## src/rtl/enc_pkg.sv

```systemverilog
// -----------------------------------------------------------------------------
// enc_pkg
// Shared definitions for the quadrature encoder front end:
//   - ENC_Sxx     : encoder state codes, written as {A,B}
//   - dir_e       : direction of the last valid edge (DIR_UP = 1, DIR_DN = 0)
//   - move_e      : classification of one filtered state change
//   - ERR_CNT_W   : width of the saturating illegal-transition counter
//   - enc_next_up : next state in the counting-up Gray sequence
//   - enc_classify: classifies a (previous, current) state pair
// -----------------------------------------------------------------------------
package enc_pkg;

    localparam logic [1:0] ENC_S00 = 2'b00;
    localparam logic [1:0] ENC_S01 = 2'b01;
    localparam logic [1:0] ENC_S11 = 2'b11;
    localparam logic [1:0] ENC_S10 = 2'b10;

    localparam int ERR_CNT_W = 8;

    typedef enum logic {
        DIR_DN = 1'b0,
        DIR_UP = 1'b1
    } dir_e;

    typedef enum logic [1:0] {
        MOVE_IDLE    = 2'd0,
        MOVE_UP      = 2'd1,
        MOVE_DN      = 2'd2,
        MOVE_ILLEGAL = 2'd3
    } move_e;

    // Counting up walks 00 -> 01 -> 11 -> 10 -> 00.
    function automatic logic [1:0] enc_next_up(input logic [1:0] s);
        logic [1:0] n;
        case (s)
            ENC_S00: n = ENC_S01;
            ENC_S01: n = ENC_S11;
            ENC_S11: n = ENC_S10;
            default: n = ENC_S00;
        endcase
        return n;
    endfunction

    // A step one place forward in the Gray cycle is up, one place back is
    // down; anything else that changed flipped both bits and is illegal.
    function automatic move_e enc_classify(input logic [1:0] prev_s,
                                           input logic [1:0] cur_s);
        move_e m;
        if (cur_s == prev_s) begin
            m = MOVE_IDLE;
        end else if (cur_s == enc_next_up(prev_s)) begin
            m = MOVE_UP;
        end else if (prev_s == enc_next_up(cur_s)) begin
            m = MOVE_DN;
        end else begin
            m = MOVE_ILLEGAL;
        end
        return m;
    endfunction

endpackage

```

## src/rtl/enc_glitch_filter.sv

```systemverilog
// -----------------------------------------------------------------------------
// enc_glitch_filter
// Synchroniser plus glitch filter for one raw encoder channel.
//   clk      : clock, rising edge
//   rst      : asynchronous active-high reset
//   raw_i    : raw pad level, asynchronous to clk
//   thresh_i : number of extra stable cycles required before filt_o follows
//   filt_o   : filtered, synchronous level
// The pad is resynchronised by two flops. The filtered level only follows
// the synchronised level after it has differed for thresh_i+1 consecutive
// cycles; any return to the filtered level restarts the count, so a pulse
// shorter than thresh_i+1 cycles is never seen downstream.
// -----------------------------------------------------------------------------
module enc_glitch_filter
    import enc_pkg::*;
#(
    parameter int FILT_W = 4
) (
    input  logic              clk,
    input  logic              rst,
    input  logic              raw_i,
    input  logic [FILT_W-1:0] thresh_i,
    output logic              filt_o
);

    logic              sync1_q;
    logic              sync1_d;
    logic              sync2_q;
    logic              sync2_d;
    logic              filt_q;
    logic              filt_d;
    logic [FILT_W-1:0] cnt_q;
    logic [FILT_W-1:0] cnt_d;

    always_comb begin
        sync1_d = raw_i;
        sync2_d = sync1_q;
        filt_d  = filt_q;
        cnt_d   = cnt_q;
        if (sync2_q == filt_q) begin
            cnt_d = '0;
        end else if (cnt_q >= thresh_i) begin
            // '>=' rather than '==' so that lowering the threshold while a
            // count is in progress cannot let the counter run past it and
            // wrap; with a steady threshold the two are identical.
            filt_d = sync2_q;
            cnt_d  = '0;
        end else begin
            cnt_d = cnt_q + FILT_W'(1);
        end
    end

    always_ff @(posedge clk or posedge rst) begin
        if (rst) begin
            sync1_q <= 1'b0;
            sync2_q <= 1'b0;
            filt_q  <= 1'b0;
            cnt_q   <= '0;
        end else begin
            sync1_q <= sync1_d;
            sync2_q <= sync2_d;
            filt_q  <= filt_d;
            cnt_q   <= cnt_d;
        end
    end

    assign filt_o = filt_q;

endmodule

```

## src/rtl/quad_enc_decoder.sv

```systemverilog
// -----------------------------------------------------------------------------
// quad_enc_decoder
// Quadrature encoder front end: synchronises and filters ENC_A/ENC_B,
// decodes 4x Gray transitions and keeps a wrapping signed position count.
//   wb_clk_i    : clock, rising edge
//   wb_rst_i    : asynchronous active-high reset
//   enc_a/enc_b : raw encoder channels
//   filt_thresh : filter threshold, registered every cycle
//   load        : one-cycle strobe, position <= load_val (wins over an edge)
//   load_val    : value loaded into position
//   err_clr     : clears err and err_cnt (an illegal edge in the same cycle
//                 wins: err = 1, err_cnt = 1)
//   position    : signed two's complement position, wraps modulo 2^COUNT_W
//   step        : one-cycle pulse per valid decoded edge
//   dir         : direction of last valid edge, 1 = up, 0 = down
//   err         : sticky illegal-transition flag
//   err_cnt     : saturating count of illegal transitions
// Latency: raw pad to filtered level is 2 + (filt_thresh + 1) cycles,
// filtered level to step/dir/position/err is 1 cycle.
// After reset the decoder believes the encoder is at 00; if it is really at
// 11 the first filtered change is decoded as illegal. That is deliberate:
// firmware clears err after releasing reset.
// -----------------------------------------------------------------------------
module quad_enc_decoder
    import enc_pkg::*;
#(
    parameter int                COUNT_W      = 32,
    parameter int                FILT_W       = 4,
    parameter logic [FILT_W-1:0] FILT_DEFAULT = 4'd3
) (
    input  logic                 wb_clk_i,
    input  logic                 wb_rst_i,
    input  logic                 enc_a,
    input  logic                 enc_b,
    input  logic [FILT_W-1:0]    filt_thresh,
    input  logic                 load,
    input  logic [COUNT_W-1:0]   load_val,
    input  logic                 err_clr,
    output logic [COUNT_W-1:0]   position,
    output logic                 step,
    output logic                 dir,
    output logic                 err,
    output logic [ERR_CNT_W-1:0] err_cnt
);

    // -------------------------------------------------------------------------
    // Threshold register shared by both channel filters
    // -------------------------------------------------------------------------
    logic [FILT_W-1:0] thresh_q;
    logic [FILT_W-1:0] thresh_d;

    assign thresh_d = filt_thresh;

    // -------------------------------------------------------------------------
    // Per-channel synchroniser and glitch filter
    // -------------------------------------------------------------------------
    logic [1:0] raw_ab;
    logic [1:0] filt_ab;

    assign raw_ab = {enc_a, enc_b};

    generate
        for (genvar gi = 0; gi < 2; gi++) begin : g_chan
            enc_glitch_filter #(
                .FILT_W (FILT_W)
            ) u_filt (
                .clk      (wb_clk_i),
                .rst      (wb_rst_i),
                .raw_i    (raw_ab[gi]),
                .thresh_i (thresh_q),
                .filt_o   (filt_ab[gi])
            );
        end
    endgenerate

    // -------------------------------------------------------------------------
    // Decode and position counter
    // -------------------------------------------------------------------------
    logic [1:0]           prev_q;
    logic [1:0]           prev_d;
    logic [COUNT_W-1:0]   position_q;
    logic [COUNT_W-1:0]   position_d;
    logic                 step_q;
    logic                 step_d;
    dir_e                 dir_q;
    dir_e                 dir_d;
    logic                 err_q;
    logic                 err_d;
    logic [ERR_CNT_W-1:0] err_cnt_q;
    logic [ERR_CNT_W-1:0] err_cnt_d;
    move_e                move;

    assign move = enc_classify(prev_q, filt_ab);

    always_comb begin
        prev_d     = filt_ab;
        position_d = position_q;
        step_d     = 1'b0;
        dir_d      = dir_q;
        err_d      = err_q;
        err_cnt_d  = err_cnt_q;

        case (move)
            MOVE_UP: begin
                step_d     = 1'b1;
                dir_d      = DIR_UP;
                position_d = position_q + COUNT_W'(1);
            end
            MOVE_DN: begin
                step_d     = 1'b1;
                dir_d      = DIR_DN;
                position_d = position_q - COUNT_W'(1);
            end
            default: begin
            end
        endcase

        // A load overrides whatever the edge did to position; step and dir
        // still report the edge.
        if (load) begin
            position_d = load_val;
        end

        if (move == MOVE_ILLEGAL) begin
            err_d = 1'b1;
            if (err_clr) begin
                // Clear and a new illegal edge together: the new one counts.
                err_cnt_d = ERR_CNT_W'(1);
            end else if (err_cnt_q != {ERR_CNT_W{1'b1}}) begin
                err_cnt_d = err_cnt_q + ERR_CNT_W'(1);
            end
        end else if (err_clr) begin
            err_d     = 1'b0;
            err_cnt_d = '0;
        end
    end

    always_ff @(posedge wb_clk_i or posedge wb_rst_i) begin
        if (wb_rst_i) begin
            thresh_q   <= FILT_DEFAULT;
            prev_q     <= ENC_S00;
            position_q <= '0;
            step_q     <= 1'b0;
            dir_q      <= DIR_UP;
            err_q      <= 1'b0;
            err_cnt_q  <= '0;
        end else begin
            thresh_q   <= thresh_d;
            prev_q     <= prev_d;
            position_q <= position_d;
            step_q     <= step_d;
            dir_q      <= dir_d;
            err_q      <= err_d;
            err_cnt_q  <= err_cnt_d;
        end
    end

    assign position = position_q;
    assign step     = step_q;
    assign dir      = dir_q;
    assign err      = err_q;
    assign err_cnt  = err_cnt_q;

endmodule
```

## config.mk

```make
export PLATFORM = sky130hd
export DESIGN_NAME = quad_enc_decoder
export DESIGN_NICKNAME = d
export VERILOG_FILES = /design/src/rtl/enc_pkg.sv /design/src/rtl/enc_glitch_filter.sv /design/src/rtl/quad_enc_decoder.sv
export SDC_FILE = /design/constraint.sdc
export NUM_CORES = 1
export LEC_CHECK = 0
export BUFFER_PORTS_ARGS = -buffer_cell sky130_fd_sc_hd__buf_4
export CORE_ASPECT_RATIO = 2
export CORE_MARGIN = 10
export CORE_UTILIZATION = 35
export CTS_BUF_LIST = sky130_fd_sc_hd__clkbuf_8
export DETAILED_ROUTE_END_ITERATION = 16
export SLEW_MARGIN = 20
export SYNTH_ARGS = -nofsm -noshare
export SYNTH_HDL_FRONTEND = slang
export SYNTH_SLANG_ARGS = --single-unit
```

## constraint.sdc

```tcl
create_clock -name wb_clk_i -period 5.9 [get_ports wb_clk_i]
set_input_delay 1.18 -clock wb_clk_i [delete_from_list [all_inputs] [get_ports wb_clk_i]]
set_output_delay 1.18 -clock wb_clk_i [all_outputs]
set_load 0.02 [all_outputs]
```

* Word level (Yosys, flattened, before mapping)
Cells that the tools add are included.
** Storage, ports and cells
- Input bits :: 42
- Output and inout bits :: 43
- Register bits after elaboration :: 63
** Cells by class
- Bitwise gates (word level) :: 2
- Add/sub/neg operators :: 5
- Equal/unequal tests :: 13
- Reduce and logical (&&, ||, !) cells :: 10
- Order comparisons :: 2
- Muxes and demuxes :: 22
** Operator list (count)
- $pmux 32 s2 :: 1
- $add 32x1->32 const B :: 1
- $mux 32 :: 1
- $mux 8 :: 4
- $sub 32x1->32 const B :: 1
- $mux 4 :: 4
- $pmux 2 s3 :: 2
- $mux 2 :: 5
- $add 4x1->4 const B :: 2
- $add 8x1->8 const B :: 1
- $eq 2x2->1 const B :: 4
- $ge 4x4->1 :: 2
- $ne 8x8->1 const B :: 1
- $eq 2x1->1 const B :: 3
- $eq 2x2->1 :: 3
- $reduce_and 2->1 :: 3
- $reduce_bool 2->1 :: 3
- $logic_not 2->1 :: 2
- $mux 1 :: 4
- $reduce_bool 3->1 :: 1
- $eq 1x1->1 :: 2
- $not 1->1 :: 2
- $pmux 1 s2 :: 1
- $reduce_or 2->1 :: 1

* Depth between registers and ports, before layout
- Word-level depth :: 13
- Depth in mapped cells :: 16
- Mapped depth without buffers :: 14

* Cells and area by module
Synthesis repeated with hierarchy kept, for this count alone.
** Unflattened totals
- Cell total of the unflattened synthesis :: 497
- Area, all modules :: 4590.7 sq um
** By module, submodules not included
- quad_enc_decoder :: sequential area each 1229.9 sq um, cells each 431, area an instance 3824.9 sq um, instances 1
- enc_glitch_filter :: sequential area each 175.2 sq um, cells each 33, area an instance 382.9 sq um, instances 2

* Worst setup path after synthesis
Ideal clock, no wire load.
- Kind :: register to register
- Start point :: register g_chan[1].u_filt.filt_q
- End point :: register position_q[30] (netlist: position[30])
- Data arrival time :: 4086 ps
- Path slack :: 1710 ps
- Data required time :: 5796 ps
- Path buffers :: 1
- Cell stages (with the launch flop) :: 16
- Cell sequence :: dfrtp_1 clkbuf_1 nor2_1 a21o_1 o21ai_0 ha_1 ha_1 a21o_1 a21o_1 a2111oi_0 o21ai_0 a31oi_2 o21ai_1 a221oi_2 xor2_1 a221oi_1
** Between the ends
- Cells in the longest elaborated chain, start to end :: 11
- Elaborated cells on any way between the ends :: 17
- Those cells by class :: 7 x eq/ne; 8 x mux; 2 x reduce/logical
** Ends and longest elaborated chain
- from (decl) :: RTL line enc_glitch_filter.sv:30 : logic filt_q;
- from (signal assigned) :: RTL line enc_glitch_filter.sv:62 : filt_q <= filt_d;
- $eq 2x2->1 (tied with other cells) :: RTL line enc_pkg.sv:35 : case (s)
- $pmux 2 s3 :: RTL line enc_pkg.sv:35
- $mux 2 :: RTL line enc_pkg.sv:51 : end else if (cur_s == enc_next_up(prev_s)) begin
- $mux 2 :: RTL line enc_pkg.sv:49 : if (cur_s == prev_s) begin
- $eq 2x2->1 :: RTL line enc_pkg.sv:53 : end else if (prev_s == enc_next_up(cur_s)) begin
- $mux 1 :: RTL line enc_pkg.sv:53
- $mux 2 :: RTL line enc_pkg.sv:51
- $mux 2 (*) :: RTL line enc_pkg.sv:49
- $eq 2x2->1 or $eq 2x1->1 (tied branches) :: RTL line quad_enc_decoder.sv:103 : case (move)
- $pmux 32 s2 :: RTL line quad_enc_decoder.sv:103
- $mux 32 :: RTL line quad_enc_decoder.sv:120 : if (load) begin
- to (signal assigned) :: RTL line quad_enc_decoder.sv:150 : position_q <= position_d;
- to (decl) :: RTL line quad_enc_decoder.sv:81 : logic [COUNT_W-1:0] position_q;
Every way passes the cells marked *; elsewhere a longest branch is shown, timed or not. The select of a mux whose other input is x is not followed.
A chain may end at the register's enable or synchronous reset.

* Worst setup path after layout
Ends and elaborated chain as after synthesis.

==> results.py <==
metrics = {
    "die": {
        "die_x_um": 100,
        "die_h_um": 180,
        "core_mm2": 0.0126,
        "num_rows": 58,
        "die-area_mm2": 0.0180,
        "io_pins": 85,
        "initial_core_util_pct": 35.8,
    },
    "critical_path": {
        "critical_path_class": "reg -> reg",
        "slowest_delay_ps": 620,
        "worst_setup_path_end_kind": "flip-flop",
        "worstPathBufferInverterCount": 1,
        "rrSetupSlack_ps": 1480,
        "r2r_cells": 14,
        "crit_slowest_cell": "ha_1",
        "crit_arrival_ps": 4690,
        "cp-start-kind": "flip-flop",
        "r2r_end": "position[30]",
        "cp.required_ps": 6170,
        "path_max_fanout": 25,
        "cpLargestDelayFamily": "compound AO/OA/AOI/OAI gates",
        "r2r-start": "g_chan[1].u_filt.filt_o",
        "crit_chain": "nor2_1 -> a21o_1 -> o21ai_0 -> ha_1 -> buf_4 -> ha_1 -> a21o_1 -> a2111oi_0 -> o21ai_0 -> a31oi_2 -> o21ai_1 -> a221oi_2 -> xor2_1 -> a221oi_1",
    },
    "synth": {
        "synth_most_common_cell": "dfrtp_1",
        "async_reset_ff_share_pct": 100,
        "syn-num-nets": 572,
        "ys_seq_area_share_pct": 35.2,
        "synth_common_cells": "60 x dfrtp_1, 55 x a21oi_1, 44 x ha_1, 44 x nor2_1, 36 x nand2_1",
        "synth_seq_cells": 63,
        "synth-edff-count": 0,
        "yosys-top-cells-area": "dfrtp_1 33%, ha_1 12%, a21oi_1 6.1%",
        "yosysTopAreaCellShare_pct": 33.4,
        "ys.flop_type": "dfrtp_1",
        "yosys_warnings": 0,
        "synth_top_cell_by_area": "dfrtp_1",
        "avgSynthCellArea_um2": 9.26,
        "syn_inst": 485,
        "synth_cell_type_count": 60,
        "netlist_area_mm2": 0.00449,
    },
    "grt": {
        "grt_usage_pct": 14.0,
        "grt_max_degree": 64,
        "antenna_found_initial": 0,
        "first_global_vias": 4136,
        "grt_overflow_total": 0,
        "grt_pass1_wl_um": 20600,
    },
    "outcome": {
        "status": "complete, no violations",
    },
    "place": {
        "gp_congestion": 0.890,
        "placed_cells_incl_taps": 704,
        "portBuffers": 84,
        "place_ws_ps": 1520,
        "place.detailed.hpwl_um": 9490,
    },
    "cts": {
        "cts_resized": 0,
        "cts_root_buffer": "clkbuf_8",
        "cts_buffer_depth": 2,
        "clkTransAtPathRegs_ps": 80,
        "htree_levels": 3,
        "cts_tree": "built",
        "insertion_delay_ps": 370,
        "numCtsBuffers": 9,
        "cts_setup_buffers": 0,
        "cts_hold_buffers": 0,
        "clock_sinks": 63,
    },
    "final_layout": {
        "instances_no_fill": 720,
        "final_layout_size_suffix_gt1_share_pct": 25.1,
        "n_fill_cell": 1257,
        "area_delta_synth_final_pct": 21.2,
        "nets": 652,
        "diodes": 0,
        "utilization_pct": 43.4,
    },
    "run": {
        "max_cap_violations": 0,
    },
    "route": {
        "finalWirelength_um": 12400,
        "drc": 0,
        "vias": 3878,
        "drtPass1Iterations": 4,
        "wire_per_inst_um": 17.2,
        "viasPerCell": 5.39,
        "drtIter0Drc": 150,
        "ant_nets": 0,
    },
    "sta": {
        "setup_ws_ps": 1480,
        "final-hold-violation-count": 0,
        "min_period_ps": 4420,
        "rsz0062_at_grt": "false",
        "fin_skew_ps": 13.7,
        "worst_pin_slew_ps": 834,
        "setup_tns_ps": 0,
        "fmax_ghz": 0.226,
        "setup_viol": 0,
        "period_share_pct": 74.9,
        "timing_max_transition_violations_final": 0,
        "relSlewSlack_pct": 44.4,
    },
    "hold_path": {
        "holdPathStages": 0,
        "worstHoldPathType": "reg -> reg",
        "min_from": "g_chan[0].u_filt.sync1_q",
        "hold_end": "g_chan[0].u_filt.sync2_q",
    },
}
-- how the worst max path moves through the flow --
| stage | cells after the start | slack (ps) | startpoint | end |
|---|---|---|---|---|
| finish | 14 | 1480 | g_chan[1].u_filt.filt_o | position[30] |
| global route | 14 | 1060 | g_chan[1].u_filt.filt_o | position[30] |
| CTS | 14 | 1500 | g_chan[1].u_filt.filt_o | position[30] |
| detailed placement | 14 | 1520 | g_chan[1].u_filt.filt_o | position[30] |
| global placement | 14 | 1700 | g_chan[1].u_filt.filt_o | position[30] |
| floorplan | 15 | 1710 | g_chan[1].u_filt.filt_o | position[30] |
-- sequential cells by signal (all words and copies together), names as in the netlist, 2 cells and up --
register	cells
g_chan.u_filt.cnt_q	8
thresh_q	4
g_chan.u_filt.sync2_q	2
err_cnt	8
prev_q	2
g_chan.u_filt.filt_o	2
g_chan.u_filt.sync1_q	2
position	32
-- final cells by class --
cell class	count	area [µm²]	share of cell area (%)
clock buffers	9	124	2.27
inverters	20	75.1	1.38
flip-flops and latches	63	1580	29.0
well taps	150	188	3.45
clock inverters	7	104	1.91
multi-input cells	384	2720	50.0
repair buffers	87	653	12.0
-- cells in the final DEF, fill, tap and decap left out, types with 3 or more instances in the layout --
cell type | Yosys | final
a31oi_1 | 4 | 4
inv_1 | 20 | 19
o21bai_1 | 3 | 3
mux2i_1 | 3 | 3
dfrtp_1 | 60 | 60
and3_1 | 8 | 8
nor2_1 | 44 | 44
a211oi_1 | 4 | 4
xor2_1 | 18 | 18
xnor2_1 | 20 | 20
nand2b_1 | 3 | 3
o21ai_0 | 24 | 24
nor2b_1 | 8 | 8
o211ai_1 | 5 | 5
clkinv_4 | 0 | 3
ha_1 | 44 | 44
nand3_1 | 8 | 8
a21o_1 | 15 | 15
dfstp_2 | 3 | 3
a21oi_1 | 55 | 55
or2_2 | 3 | 3
nand2_1 | 36 | 36
mux2_2 | 23 | 23
buf_4 | 1 | 87
nor3_1 | 4 | 4
a221o_1 | 3 | 3
clkbuf_8 | 0 | 9
nand4_1 | 11 | 11
nor3b_1 | 5 | 5
-- kinds of logic after synthesis --
| logic type | synth area share (%) |
|---|---|
| AO/OA/AOI/OAI | 18.6 |
| AND/OR/NAND/NOR | 15.5 |
| adder cells (fa/ha/maj) | 12.7 |
| XOR/XNOR | 7.41 |
| multiplexers | 6.43 |
| flip-flops | 35.2 |
| buffers and inverters | 4.20 |
-- per-layer routing --
| metal | wire length [µm] | track usage (%) | part of all wire (%) |
|---|---|---|---|
| met2 | 6760 | 25.7 | 55 |
| met1 | 4650 | 14.2 | 38 |
| met4 | 507 | 6.76 | 4.1 |
| met5 | 0 | 0 | 0 |
| met3 | 470 | 3.38 | 3.8 |
-- metrics by stage --
step	hold slack, ps	area [µm²]
2_1_floorplan	331	4490
3_3_place_gp	340	5220
3_5_place_dp	345	5220
4_1_cts	366	5450
5_1_grt	368	5450
6_report	360	5450
Power is not shown: default switching activity piles up to over one toggle a cycle in this logic, so the estimate is an artifact.
